--- src/rtl/if_pkg.sv ---
// Shared types and constants for the instruction fetch queue.
package if_pkg;

  localparam logic [31:0] RESET_PC = 32'hBFC0_0000;
  localparam logic [31:0] NOP      = 32'h0000_0000;

  // One queue slot: fetch PC, returned word, data-present flag, misaligned-fetch flag.
  typedef struct packed {
    logic [31:0] pc;
    logic [31:0] instr;
    logic        filled;
    logic        adel;
  } if_entry_t;

endpackage

--- src/rtl/if_entry_queue.sv ---
// Circular buffer of fetch entries: allocate at tail, fill in order, pop at head.
module if_entry_queue
  import if_pkg::*;
#(
  parameter  int unsigned DEPTH = 4,
  localparam int unsigned CNT_W = $clog2(DEPTH + 1)
) (
  input  logic             clk,
  input  logic             resetn,
  input  logic             clear,
  input  logic             alloc,
  input  if_entry_t        alloc_entry,
  input  logic             fill,
  input  logic [31:0]      fill_data,
  input  logic             pop,
  output if_entry_t        head,
  output logic [CNT_W-1:0] used
);

  localparam int unsigned PTR_W = $clog2(DEPTH);

  logic [PTR_W-1:0] head_q, head_d;
  logic [PTR_W-1:0] tail_q, tail_d;
  logic [PTR_W-1:0] fill_q, fill_d;
  logic [CNT_W-1:0] used_q, used_d;
  if_entry_t        mem_q [DEPTH];

  // Pointer and occupancy update; clear wins over every other request.
  always_comb begin
    head_d = head_q;
    tail_d = tail_q;
    fill_d = fill_q;
    used_d = used_q;
    if (clear) begin
      head_d = '0;
      tail_d = '0;
      fill_d = '0;
      used_d = '0;
    end else begin
      if (alloc) begin
        tail_d = tail_q + PTR_W'(1);
        // A pre-filled entry is only allocated with nothing pending, so fill pointer skips it.
        if (alloc_entry.filled) fill_d = fill_q + PTR_W'(1);
      end
      if (fill) fill_d = fill_q + PTR_W'(1);
      if (pop)  head_d = head_q + PTR_W'(1);
      case ({alloc, pop})
        2'b10:   used_d = used_q + CNT_W'(1);
        2'b01:   used_d = used_q - CNT_W'(1);
        default: used_d = used_q;
      endcase
    end
  end

  // Pointer registers and entry storage.
  always_ff @(posedge clk or negedge resetn) begin
    if (!resetn) begin
      head_q <= '0;
      tail_q <= '0;
      fill_q <= '0;
      used_q <= '0;
      for (int i = 0; i < DEPTH; i++) mem_q[i] <= '0;
    end else begin
      head_q <= head_d;
      tail_q <= tail_d;
      fill_q <= fill_d;
      used_q <= used_d;
      if (clear) begin
        for (int i = 0; i < DEPTH; i++) mem_q[i].filled <= 1'b0;
      end else begin
        if (alloc) mem_q[tail_q] <= alloc_entry;
        if (fill) begin
          mem_q[fill_q].instr  <= fill_data;
          mem_q[fill_q].filled <= 1'b1;
        end
      end
    end
  end

  assign head = mem_q[head_q];
  assign used = used_q;

endmodule

--- src/rtl/instr_fetch_queue.sv ---
// Fetch front end: sequential PC generation, bus request issue, in-order buffering for decode.
module instr_fetch_queue #(
  parameter int unsigned DEPTH     = 4,
  parameter int unsigned MAX_OUTST = 2,
  parameter logic [31:0] RESET_PC  = if_pkg::RESET_PC
) (
  input  logic        clk,
  input  logic        resetn,
  input  logic        redirect_i,
  input  logic [31:0] redirect_pc_i,
  output logic        inst_req_o,
  output logic [31:0] inst_addr_o,
  input  logic        inst_addr_ok_i,
  input  logic        inst_data_ok_i,
  input  logic [31:0] inst_rdata_i,
  input  logic        id_stall_i,
  output logic        id_valid_o,
  output logic [31:0] id_instr_o,
  output logic [31:0] id_pc_o,
  output logic        id_adel_o
);

  import if_pkg::if_entry_t;
  import if_pkg::NOP;

  localparam int unsigned CNT_W = $clog2(DEPTH + 1);
  localparam int unsigned OST_W = $clog2(MAX_OUTST + 1);

  logic [31:0]      pc_q, pc_d;
  logic             run_q, run_d;
  logic             halt_q, halt_d;
  logic [OST_W-1:0] outst_q, outst_d;
  logic [OST_W-1:0] disc_q, disc_d;

  logic [CNT_W-1:0] used;
  if_entry_t        head;
  if_entry_t        alloc_entry;
  logic             space;
  logic             bus_quiet;
  logic             data_ok_v;
  logic             hs;
  logic             misal_alloc;
  logic             alloc;
  logic             fill;
  logic             pop;
  logic             head_valid;

  // Issue/allocation qualifiers derived from current state.
  always_comb begin
    space       = used < CNT_W'(DEPTH);
    bus_quiet   = (outst_q == '0) && (disc_q == '0);
    data_ok_v   = inst_data_ok_i && !bus_quiet;
    inst_req_o  = run_q && !redirect_i && space && (outst_q < OST_W'(MAX_OUTST))
                  && (disc_q == '0) && (pc_q[1:0] == 2'b00);
    hs          = inst_req_o && inst_addr_ok_i;
    misal_alloc = run_q && !redirect_i && !halt_q && space && bus_quiet
                  && (pc_q[1:0] != 2'b00);
    alloc       = hs || misal_alloc;
    alloc_entry = '{pc: pc_q, instr: NOP, filled: misal_alloc, adel: misal_alloc};
    fill        = data_ok_v && (disc_q == '0) && !redirect_i;
    head_valid  = (used != '0) && head.filled;
    pop         = head_valid && !id_stall_i && !redirect_i;
  end

  // Next PC, outstanding and discard counts; a redirect folds in-flight requests into discard.
  always_comb begin
    pc_d    = pc_q;
    run_d   = 1'b1;
    halt_d  = halt_q;
    outst_d = outst_q;
    disc_d  = disc_q;
    if (redirect_i) begin
      pc_d    = redirect_pc_i;
      halt_d  = 1'b0;
      outst_d = '0;
      disc_d  = outst_q + disc_q - OST_W'(data_ok_v);
    end else begin
      if (hs)          pc_d   = pc_q + 32'd4;
      if (misal_alloc) halt_d = 1'b1;
      if (data_ok_v && (disc_q != '0)) disc_d = disc_q - OST_W'(1);
      outst_d = outst_q + OST_W'(hs) - OST_W'(fill);
    end
  end

  // Fetch control state registers.
  always_ff @(posedge clk or negedge resetn) begin
    if (!resetn) begin
      pc_q    <= RESET_PC;
      run_q   <= 1'b0;
      halt_q  <= 1'b0;
      outst_q <= '0;
      disc_q  <= '0;
    end else begin
      pc_q    <= pc_d;
      run_q   <= run_d;
      halt_q  <= halt_d;
      outst_q <= outst_d;
      disc_q  <= disc_d;
    end
  end

  if_entry_queue #(.DEPTH(DEPTH)) u_queue (
    .clk         (clk),
    .resetn      (resetn),
    .clear       (redirect_i),
    .alloc       (alloc),
    .alloc_entry (alloc_entry),
    .fill        (fill),
    .fill_data   (inst_rdata_i),
    .pop         (pop),
    .head        (head),
    .used        (used)
  );

  // Decode-side view of the head entry; NOP whenever nothing valid or an address error.
  always_comb begin
    inst_addr_o = pc_q;
    id_valid_o  = head_valid;
    id_instr_o  = (head_valid && !head.adel) ? head.instr : NOP;
    id_pc_o     = head_valid ? head.pc : 32'h0;
    id_adel_o   = head_valid && head.adel;
  end

endmodule

--- config.mk ---
export PLATFORM = sky130hd
export DESIGN_NAME = instr_fetch_queue
export DESIGN_NICKNAME = d
export VERILOG_FILES = /design/src/rtl/if_pkg.sv /design/src/rtl/if_entry_queue.sv /design/src/rtl/instr_fetch_queue.sv
export SDC_FILE = /design/constraint.sdc
export NUM_CORES = 1
export LEC_CHECK = 0
export ABC_AREA = 0
export BUFFER_PORTS_ARGS = -buffer_cell sky130_fd_sc_hd__buf_4
export CAP_MARGIN = 30
export CELL_PAD_IN_SITES_DETAIL_PLACEMENT = 1
export CELL_PAD_IN_SITES_GLOBAL_PLACEMENT = 2
export CORE_ASPECT_RATIO = 0.75
export CORE_MARGIN = 3
export CORE_UTILIZATION = 35
export CTS_CLUSTER_SIZE = 40
export DETAILED_ROUTE_END_ITERATION = 8
export PLACE_DENSITY_LB_ADDON = 0.1
export SLEW_MARGIN = 0
export SYNTH_ARGS = -nofsm -noshare
export SYNTH_HDL_FRONTEND = slang
export SYNTH_SLANG_ARGS = --single-unit
--- constraint.sdc ---
create_clock -name clk -period 2.6 [get_ports clk]
set_input_delay 0.39 -clock clk [delete_from_list [all_inputs] [get_ports clk]]
set_output_delay 0.39 -clock clk [all_outputs]
set_load 0.1 [all_outputs]
== Word-level counts from Yosys, hierarchy flattened ==
Index checks and enable logic that the tools add are counted.

* Order comparisons: 7
* Divide/modulo/power cells: 0
* Bitwise logic cells: 3
* Shift-type cells: 0
* Multiplexer cells: 38
* Reduce and logical (&&, ||, !) cells: 43
* Multipliers: 0
* Add/subtract/negate cells: 11
* Equality and inequality tests: 2

{| class="wikitable"
|+ Operators by type and width
! kind !! count
|-
| bitwise mux 264 bit || 3
|-
| two-way mux 264 bit || 3
|-
| demux 66 bit (select 2 bit) || 3
|-
| two-way mux 66 bit || 3
|-
| binary-select mux 66 bit (select 2 bit) || 1
|-
| two-way mux 32 bit || 4
|-
| two-way mux 34 bit || 1
|-
| adder 32 x 3 -> 32 bit, second input constant || 1
|-
| two-way mux 2 bit || 12
|-
| logical AND 1 bit || 22
|-
| nonzero test 2 bit || 7
|-
| nonzero test 3 bit || 4
|-
| >= comparator 3 bit, second input constant || 3
|-
| inverter 2 -> 3 bit || 3
|-
| adder 2 x 1 -> 2 bit, second input constant || 3
|-
| zero test 2 bit || 3
|-
| less-than comparator 3 x 1 -> 1 bit, second input constant || 2
|-
| two-way mux 1 bit || 6
|-
| one-hot mux 3 bit (2 select lines) || 1
|-
| zero test 1 bit || 5
|-
| subtractor 2 x 1 -> 2 bit || 2
|-
| adder 3 x 1 -> 3 bit, second input constant || 1
|-
| less-than comparator 3 bit, second input constant || 1
|-
| two-way mux 3 bit || 1
|-
| 9 further kinds || 9
|}

* Bits in latches: 0
* RAM bits: 0
* Input port bits: 70
* Memories kept: 0
* ROM bits: 0
* Output and inout bits: 99
* Word-level logic and storage cells: 129
* Flip-flop bits (word level): 311

== Depth between registers and ports, before layout ==
Gate-level depths: netlist (run 1).

* Depth in word-level cells: 14
* Mapped depth: 11
* Gate-level depth less buffers: 10

== Cells and area by module ==
A second synthesis (run 1) with hierarchy kept.

* Cell total of the unflattened synthesis: 1295
* Area, all modules: 16365.7 µm²

{| class="wikitable"
|+ By module, submodules not included
! module !! cells an instance !! times used !! area an instance (µm²)
|-
| if_entry_queue || 950 || 1 || 13440.4
|-
| instr_fetch_queue || 345 || 1 || 2925.3
|}

== Worst setup path after synthesis (run 1) ==
Ideal clock, no wire load.

* Path kind: register to output
* Start point: reg pc_q[0], in the netlist inst_addr_o[0]
* End point: out inst_req_o
* Data arrival time: 3.007 ns
* Setup slack: -0.797 ns
* Path buffers: 0
* Stages on the path, launching flop included: 2
* Data required time: 2.210 ns
* Cell sequence: dfrtp_1 -> nor3_1

* Word-level cells in the longest chain between the ends: 2

{| class="wikitable"
|+ RTL lines
! what !! line !! text
|-
| start: declaration || instr_fetch_queue.sv:29 || <nowiki>logic [31:0] pc_q, pc_d;</nowiki>
|-
| start signal: assignment || instr_fetch_queue.sv:94 || <nowiki>pc_q <= pc_d;</nowiki>
|-
| zero test 2 bit || instr_fetch_queue.sv:54 || <nowiki>&& (disc_q == '0) && (pc_q[1:0] == 2'b00);</nowiki>
|-
| logical AND 1 bit || instr_fetch_queue.sv:54 ||
|-
| end: declaration || instr_fetch_queue.sv:11 || <nowiki>output logic inst_req_o,</nowiki>
|}

No other way between the ends.

== Final worst setup path (run 1) ==
* Start point: reg u_queue.head_q[0]
* End point: out id_instr_o[22]

* Word-level cells in the longest chain between the ends: 7

{| class="wikitable"
|+ RTL lines
! what !! line !! text
|-
| start: declaration || if_entry_queue.sv:22 || <nowiki>logic [PTR_W-1:0] head_q, head_d;</nowiki>
|-
| start signal: assignment || if_entry_queue.sv:58 || <nowiki>head_q <= '0;</nowiki>
|-
| start signal: assignment || if_entry_queue.sv:64 || <nowiki>head_q <= head_d;</nowiki>
|-
| inverter 2 -> 3 bit (not written as such) (*) || if_entry_queue.sv:80 || <nowiki>assign head = mem_q[head_q];</nowiki>
|-
| binary-select mux 66 bit (select 2 bit) (*) || if_entry_queue.sv:80 ||
|-
| two-way mux 66 bit (not written as such) (*) (2 in a row) || if_entry_queue.sv:80 ||
|-
| logical AND 1 bit or zero test 1 bit (tied branches) || instr_fetch_queue.sv:61, instr_fetch_queue.sv:119 ||
|-
| logical AND 1 bit || instr_fetch_queue.sv:119 || <nowiki>id_instr_o = (head_valid && !head.adel) ? head.instr : NOP;</nowiki>
|-
| two-way mux 32 bit (*) || instr_fetch_queue.sv:119 ||
|-
| end: declaration || instr_fetch_queue.sv:18 || <nowiki>output logic [31:0] id_instr_o,</nowiki>
|}

Every way passes the cells marked *; elsewhere a longest branch is shown, timed or not. The select of a mux whose other input is x is not followed.

==> results of run 1 <==
[area by class of cell]
type	count	area, um^2
Clock inverter	9	76.3
Timing Repair Buffer	244	2760
Clock buffer	54	1090
Multi-Input combinational cell	916	6890
Antenna cell	1	2.50
Inverter	19	71.3
Tap cell	569	712
Fill cell	4417	22800
Sequential cell	311	7820
[routing by layer]
layer  vias up  track usage  share of wire
met5         -            0              0
met4         0       0.0531          0.020
met3        61       0.0291          0.038
met2       221        0.353           0.47
met1      5871        0.306           0.47
li1       5044            -              -
[path summary, 6_finish.rpt]
path | start | end | slack (ns) | depth (start not counted)
max reg2reg | u_queue.head_q[0]$_DFFE_PN0P_ | u_queue.used[2]$_DFFE_PN0P_ | 0.12 | 10
min in group asynchronous | resetn | async pin | 0.39 | 2
max in group asynchronous | resetn | inst_addr_o[0]$_DFFE_PN0P_ | 1.37 | 3
max | u_queue.head_q[0]$_DFFE_PN0P_ | id_instr_o[22] | -0.14 | 8
min reg2reg | register | register | 0.50 | 1
min | redirect_pc_i[4] | inst_addr_o[4]$_DFFE_PN0N_ | 0.07 | 3
[critical path, delay by kind of cell, from the launching register on]
family | cells | cell delay, ns
AO/OA/AOI/OAI | 1 | 0.09
multiplexers | 1 | 0.55
AND/OR/NAND/NOR | 2 | 0.16
flip-flops | 1 | 0.42
buffers and inverters | 4 | 0.59
[timing repair]
action,4_1_cts,5_1_grt
endpoints found under the setup margin,66,67
cloned,2,3
buffers inserted,6,0
gates resized for setup,110,99
hold endpoints to repair,44,0
hold buffers,1,0
[synth_stat cells, types with 3 or more instances]
library cell  number  share of area
mux4_2            66          0.099
a31oi_1            6         0.0025
o311ai_0           6         0.0035
nor4_1             3         0.0012
nand2_1          307          0.077
nor3_1             6         0.0020
nand3_1           16         0.0053
a221oi_1           3         0.0017
mux2i_1            5         0.0033
inv_1             18         0.0045
a21oi_1            4         0.0013
a221o_1            4         0.0027
clkbuf_1          70          0.017
nor2_1            31         0.0077
a32oi_1            3         0.0017
xnor2_1           14         0.0082
a22o_1             3         0.0017
buf_2             28         0.0093
a21o_1             3         0.0015
and3_1            11         0.0046
nand2b_1           5         0.0021
dfrtp_1          302           0.50
buf_1              5         0.0012
o31ai_1            4         0.0020
nor2b_1           38          0.016
o211ai_1           7         0.0035
ha_1              14          0.012
nand4_1            5         0.0021
dfstp_2            9          0.016
or3_1              3         0.0012
and2_1            40          0.017
mux2_2           133           0.10
o21ai_0          148          0.049
[logic make-up after synthesis]
group                      share of synthesized area
and+or+nand+nor                                0.146
DFF                                            0.519
muxes                                          0.202
AOI/OAI and AO/OA                             0.0781
buffers and inverters                         0.0328
xor gates and xnor gates                     0.00933
adders and majority gates                     0.0130
other                                       0.000250
[stage by stage]
step,hold WS [ns],utilization,cells,worst slack [ns]
after floorplan,0.0944,-,1349,-0.503
after global placement,0.349,0.410,2047,0.163
after detailed placement,0.351,0.410,2047,0.116
after CTS,0.0425,0.450,2119,-0.175
after global routing,0.0871,0.460,2123,-0.237
final,0.0713,0.460,2123,-0.143
[where the power goes]
part / leakage [nW] / internal (W) / switching, W / total [W]
registers: 4.19 / 0.00533 / 0.000355 / 0.00569
clock network: 0.578 / 0.00299 / 0.00206 / 0.00505
logic: 3.67 / 0.000945 / 0.00111 / 0.00206
total: 8.44 / 0.00927 / 0.00353 / 0.0128
==> flow_summary.yaml, run 1 <==
grt:
  first_global_vias: 12200
  grtUsageTotal: 0.216
  grt_pass1_wl_um: 75500
  grt.overflow.total: 0
  antenna_found_initial: 2
  grt_max_degree: 77
drt:
  avgViaCountPerCell: 5.27
  num_vias: 11200
  drt_pass1_iterations: 4
  postRouteWirelength_um: 48600
  wl_per_cell_um: 22.9
  drc: 0
  drt_iter0_markers: 487
  ant_nets: 0
finish:
  nets: 1613
  area_growth_pct: 29.2
  final_common_cell: "nand2_1"
  layout-drive-gt1-share: 0.375
  design_area_um2: 19400
  final_cell_mix: "nand2_1 (307), dfrtp_1 (292), buf_4 (151)"
critical_path:
  cp-end-kind: "output pin"
  critPathMaxStageDelay_ns: 0.55
  crit_top_cell: "buf_6"
  worstPathCellList: "mux4_2 > o31ai_4 > inv_2 > buf_6 > nand2b_4 > buf_6 > nor2b_1 > buf_6"
  cp.required_ns: 2.21
  crit_fanout: 9
  arrival_ns: 2.35
  critPathLaunchType: "register"
  slowest_stage: "mux4_2"
  worstSetupPathType: "reg -> out"
logic_synthesis:
  synth_seq_cells: 311
  syn_nets: 1434
  syn_inst: 1349
  syn-cell-area_um2: 15000
  synthArstFlopShare: 1.00
  yosysUniqueCellTypes: 55
  synth_enable_flop_cells: 0
  syn_area_per_cell_um2: 11.1
  yosys_warnings: 0
  synth.yosys.seq_area_share: 0.519
  ys.flop_type: "dfrtp_1"
power_and_ir_drop:
  power_w: 0.0128
  peakVddDrop_mv: 0.400
  power_leakage_nw: 8.44
  p_per_area_nw_per_um2: 659
floorplanning:
  die-area_um2: 45500
  die_h_um: 185
  io_pins: 169
  coreArea_um2: 42200
  rows: 65
  initial_utilization: 0.356
  die_x_um: 245
run:
  drv_cap: 0
timing:
  setup_viol: 64
  maxSlewViolCount: 0
  fin_ws_ns: -0.143
  worst_pin_slew_ns: 0.701
  final.setup.tns_ns: -6.54
  final_hold_viol_count: 0
  fin_skew_ns: 0.0112
  fin_crit_ns: 2.74
  maxSlewHeadroom: 0.528
  grt_setup_unrepaired: "yes"
  max_freq_mhz: 365
  period_share: 1.06
clocking:
  clk_latency_ns: 0.52
  cts-root-buf: "clkbuf_16"
  htree_levels: 2
  cts_tree: "yes"
  numCtsBuffers: 36
  clock_sinks: 311
  clk_pin_slew_worst_paths_ns: 0.06
  clockBufferDepth: 3
outcome:
  status: "finished, violations left"
  violations: "negative setup slack"
placed_design:
  gp_congestion: 0.746
  dp_hpwl_um: 30200
  placed_cell_area_um2: 17300
  portBuffers: 168
worst_hold_path:
  min_path_type: "in -> reg"
No activity file was read; power rests on OpenSTA's default activity.
==> inputs of run 2 (changes only) <==
--- a/config.mk
+++ b/config.mk
@@ -16,7 +16,8 @@
 export CTS_CLUSTER_SIZE = 40
 export DETAILED_ROUTE_END_ITERATION = 8
 export PLACE_DENSITY_LB_ADDON = 0.1
-export SLEW_MARGIN = 0
+export REMOVE_ABC_BUFFERS = 1
+export SLEW_MARGIN = 20
 export SYNTH_ARGS = -nofsm -noshare
 export SYNTH_HDL_FRONTEND = slang
 export SYNTH_SLANG_ARGS = --single-unit
==> flow_summary.yaml, run 2 (synthesis gave the netlist of run 1 again) <==
grt:
  antenna_found_initial: 0
  grt_max_degree: 64
  grt_pass1_wl_um: 76300
  grt.overflow.total: 0
  first_global_vias: 12200
  grtUsageTotal: 0.220
finish:
  area_growth_pct: 33.3
  multi_input_area_um2: 7090
  layout-drive-gt1-share: 0.377
  n_antenna_cell: 0
  fin_util: 0.474
  final_cell_mix: "nand2_1 (307), dfrtp_1 (300), o21ai_0 (148)"
  n_fill_cell: 4344
  seqCellArea_um2: 7800
  nets: 1619
  final_common_cell: "nand2_1"
timing:
  worst_pin_slew_ns: 0.664
  maxSlewViolCount: 0
  hold_slack_ns: 0.0830
  fin_crit_ns: 2.76
  grt_setup_unrepaired: "yes"
  final_hold_viol_count: 0
  period_share: 1.06
  fin_ws_ns: -0.158
  setup_viol: 66
  max_freq_mhz: 363
  fin_skew_ns: 0.0157
  maxSlewHeadroom: 0.557
floorplanning:
  rows: 65
  die-area_um2: 45500
  io_pins: 169
  initial_utilization: 0.356
  coreArea_um2: 42200
  die_h_um: 185
  die_x_um: 245
clocking:
  clk_latency_ns: 0.53
  numCtsBuffers: 36
  clock_sinks: 311
  clockBufferDepth: 3
  htree_levels: 2
  cts_tree: "yes"
  cts-root-buf: "clkbuf_16"
  clk_pin_slew_worst_paths_ns: 0.06
outcome:
  violations: "negative setup slack"
  status: "finished, violations left"
placed_design:
  portBuffers: 168
  dp_hpwl_um: 28600
  gp_congestion: 0.735
power_and_ir_drop:
  p_per_area_nw_per_um2: 631
  p_switching_w: 0.00349
  intPower_w: 0.00916
  pwr-share-seq: 0.448
  peakVddDrop_mv: 0.459
  power_leakage_nw: 8.57
  power_w: 0.0126
  sw_frac_of_total: 0.276
  p_clk_frac: 0.385
  combPwrFrac: 0.167
drt:
  num_vias: 11200
  ant_nets: 0
  drt_iter0_markers: 552
  wl_per_cell_um: 23.6
  postRouteWirelength_um: 50300
  drt_pass1_iterations: 4
  avgViaCountPerCell: 5.28
  drc: 0
worst_hold_path:
  min_path_type: "in -> reg"
critical_path:
  critPathLaunchType: "register"
  crit_fanout: 8
  cp.required_ns: 2.21
  worstSetupPathType: "reg -> out"
  r2r_slack_ns: 0.15
  cp-end-kind: "output pin"
  arrival_ns: 2.37
run:
  drv_cap: 0
-- run 2: cell count changes in the layout (fill, tap and decap cells not counted), sizes merged --
cell      delta
clkbuf      +10
clkinv       -6
buf          +1
clkinvlp     -1
diode        -1
inv          +1
-- run 2: power groups by stage --
stage | clock network, W | registers (W) | logic [W]
global placement | 0 | 0.00572 | 0.00203
detailed placement | 0 | 0.00573 | 0.00207
CTS | 0.00501 | 0.00566 | 0.00214
global route | 0.00522 | 0.00572 | 0.00230
floorplan | 0 | 0.00599 | 0.00101
finish | 0.00487 | 0.00566 | 0.00212
-- run 2: final timing paths --
path,startpoint,end,cells after the start
worst max-delay path,u_queue.head_q[0]$_DFFE_PN0P_,id_pc_o[23],7
min in group asynchronous,resetn,u_queue.mem_q[224]$_DFFE_PN0N_,2
worst min register to register,register,register,1
max in group asynchronous,resetn,inst_addr_o[26]$_DFFE_PN1N_,3
worst max register to register,u_queue.head_q[0]$_DFFE_PN0P_,u_queue.used[2]$_DFFE_PN0P_,10
worst min-delay path,redirect_pc_i[4],inst_addr_o[4]$_DFFE_PN0N_,3
-- run 2: timing repair --
item	in CTS	in global routing
pin swaps	0	2
resized for setup	303	18
endpoints found under the hold margin	49	0
endpoints found under the setup margin	66	68
gates cloned	6	5
hold buffers	1	0
buffers inserted	9	4
-- run 2: layer usage --
metal / vias up / track usage / routed length [um]
met2: 206 / 0.359 / 23600
met4: 0 / 0.0404 / 885
met1: 5897 / 0.315 / 24100
met5: - / 0 / 0
met3: 56 / 0.0327 / 1720
li1: 5074 / - / -
-- run 2: layout make-up --
cell class              count  share of cell area
flip-flops and latches    311               0.390
multi-input cells         916               0.354
repair buffers            250               0.163
clock buffers              59              0.0524
well taps                 569              0.0355
inverters                  19             0.00356
clock inverters             3             0.00219
-- run 2: stage by stage --
step | setup TNS [ns] | setup WS (ns) | std cells | instance area (um^2)
after detailed placement | 0 | 0.0585 | 2043 | 17300
after global placement | 0 | 0.104 | 2043 | 17300
after global routing | -13.09 | -0.239 | 2127 | 20000
after floorplan | -431.15 | -4.26 | 1246 | 14600
after CTS | -8.95 | -0.170 | 2121 | 19800
final | -7.98 | -0.158 | 2127 | 20000
-- run 2: worst max-delay path, cell delays in order, from the launching register on --
cell and delay [ns]:
dfrtp_4 0.44, mux4_2 0.55, o31ai_4 0.09, inv_2 0.09, buf_4 0.18, clkbuf_16 0.19, and2_4 0.15, buf_12 0.16
==> inputs of run 3 (changes only) <==
--- a/config.mk
+++ b/config.mk
@@ -16,6 +16,7 @@
 export CTS_CLUSTER_SIZE = 40
 export DETAILED_ROUTE_END_ITERATION = 8
 export PLACE_DENSITY_LB_ADDON = 0.1
+export RECOVER_POWER = 100
 export REMOVE_ABC_BUFFERS = 1
 export SLEW_MARGIN = 20
 export SYNTH_ARGS = -nofsm -noshare
==> flow_summary.yaml, run 3 (synthesis gave the netlist of run 1 again) <==
outcome:
  status: "finished, violations left"
  violations: "max-capacitance violations, max-slew violations, negative setup slack"
finish:
  area_growth_pct: 32.6
  n_fill_cell: 4356
  final_common_cell: "nand2_1"
  n_antenna_cell: 0
  final_cell_mix: "nand2_1 (307), dfrtp_1 (300), o21ai_0 (148)"
  layout-drive-gt1-share: 0.375
  nets: 1619
critical_path:
  worstSetupPathType: "reg -> out"
  critPathLaunch: "u_queue.head_q[0]$_DFFE_PN0P_"
  worstPathCellList: "mux4_2 > o31ai_4 > inv_2 > buf_4 > clkbuf_16 > and2_4 > buf_12"
  rr_worst_depth: 7
  slowest_stage: "mux4_2"
  critPathMaxStageDelay_ns: 0.55
  r2r_slack_ns: 0.10
  crit_end: "id_pc_o[23]"
  arrival_ns: 2.37
  cp.required_ns: 2.21
  cp-end-kind: "output pin"
  critPathLaunchType: "register"
  crit_fanout: 8
  r2r_start: "inst_addr_o[1]$_DFFE_PN0P_"
drt:
  met2_length_um: 23500
  num_vias: 11200
  wl_per_cell_um: 23.6
  top_layer: "met4"
  dr_wl_met3_um: 1720
  drc: 0
  postRouteWirelength_um: 50200
  avgViaCountPerCell: 5.28
  ant_nets: 0
  wl_met1_um: 24000
  drt_pass1_iterations: 5
  drt_iter0_markers: 524
grt:
  grt.overflow.total: 0
  grt_pass1_wl_um: 76300
  grt_max_degree: 64
  antenna_found_initial: 0
  first_global_vias: 12200
  grtUsageTotal: 0.220
power_and_ir_drop:
  power_leakage_nw: 8.52
  power_w: 0.0126
  peakVddDrop_mv: 0.458
  p_per_area_nw_per_um2: 633
timing:
  fin_crit_ns: 2.76
  setup_viol: 66
  max_freq_mhz: 362
  worst_pin_slew_ns: 1.55
  final.setup.tns_ns: -8.22
  maxSlewHeadroom: -0.0331
  period_share: 1.06
  maxSlewViolCount: 54
  final_hold_viol_count: 0
  grt_setup_unrepaired: "yes"
  fin_skew_ns: 0.0171
  fin_ws_ns: -0.161
clocking:
  numCtsBuffers: 36
  clockBufferDepth: 3
  cts-root-buf: "clkbuf_16"
  clk_latency_ns: 0.53
  htree_levels: 2
  cts_tree: "yes"
  clk_pin_slew_worst_paths_ns: 0.06
  clock_sinks: 311
floorplanning:
  die_h_um: 185
  rows: 65
  die-area_um2: 45500
  initial_utilization: 0.356
  io_pins: 169
  coreArea_um2: 42200
  die_x_um: 245
placed_design:
  gp_congestion: 0.735
  dp_hpwl_um: 28600
  place_ws_ns: 0.0585
  portBuffers: 168
run:
  drv_cap: 1
worst_hold_path:
  min_path_type: "in -> reg"
run 3: changes by cell type in the layout (fill, tap and decap cells not counted):
| cell | change |
|---|---|
| buf_8 | -1 |
| buf_12 | -4 |
| buf_4 | -21 |
| a21oi_2 | -1 |
| clkbuf_4 | +1 |
| clkbuf_1 | +3 |
| a21oi_1 | +1 |
| buf_6 | +2 |
| clkbuf_2 | +20 |
run 3: cell type report:
| type | count | area [um^2] | share of cell area |
|---|---|---|---|
| tap | 569 | 712 | 0.0358 |
| sequential | 311 | 7800 | 0.392 |
| clock buffer | 59 | 1050 | 0.0527 |
| multi-input combinational | 916 | 7090 | 0.356 |
| clock inverter | 3 | 43.8 | 0.00220 |
| timing repair buffer | 250 | 3150 | 0.158 |
| inverter | 19 | 71.3 | 0.00358 |
run 3: worst min path at each step:
stage | depth (start not counted) | startpoint | endpoint | slack, ns
after floorplan | 0 | resetn | async pin | 0.09
after global placement | 1 | resetn | u_queue.mem_q[224]$_DFFE_PN0N_ | 0.37
after detailed placement | 1 | resetn | u_queue.mem_q[224]$_DFFE_PN0N_ | 0.37
after CTS | 3 | redirect_pc_i[4] | inst_addr_o[4]$_DFFE_PN0N_ | 0.06
after global routing | 2 | redirect_pc_i[30] | inst_addr_o[30]$_DFFE_PN0N_ | 0.06
final | 3 | redirect_pc_i[4] | inst_addr_o[4]$_DFFE_PN0N_ | 0.08
run 3: per-layer routing:
metal  track usage  vias to the layer above
met2         0.359                      206
met3        0.0327                       56
met4        0.0404                        0
li1              -                     5063
met1         0.315                     5900
met5             0                        -
run 3: metrics by stage:
stage,area [um^2],instances,hold slack [ns],util
CTS,19800,2121,0.0644,0.470
detailed placement,17300,2043,0.368,0.410
global placement,17300,2043,0.370,0.410
finish,19900,2127,0.0837,0.472
floorplan,14600,1246,0.0944,-
global route,19900,2127,0.0595,0.472
run 3: worst max-delay path, delay by kind of cell (launching register included):
kind / cells / cell delay [ns]
buffers and inverters: 4 / 0.62
flip-flops: 1 / 0.44
AO/OA/AOI/OAI: 1 / 0.09
AND/OR/NAND/NOR: 1 / 0.15
multiplexers: 1 / 0.55
run 3: timing repair:
action                                 4_1_cts  5_1_grt
setup buffers                                9        4
endpoints found under the hold margin       49        0
resized for setup                          303       18
hold buffers                                 1        0
pin swaps                                    0        2
gates cloned                                 6        5
setup endpoints to repair                   66       68
run 3: report_power, final:
part | internal, W | switching, W
sequential | 0.00533 | 0.000330
combinational | 0.000952 | 0.00113
clock | 0.00285 | 0.00202
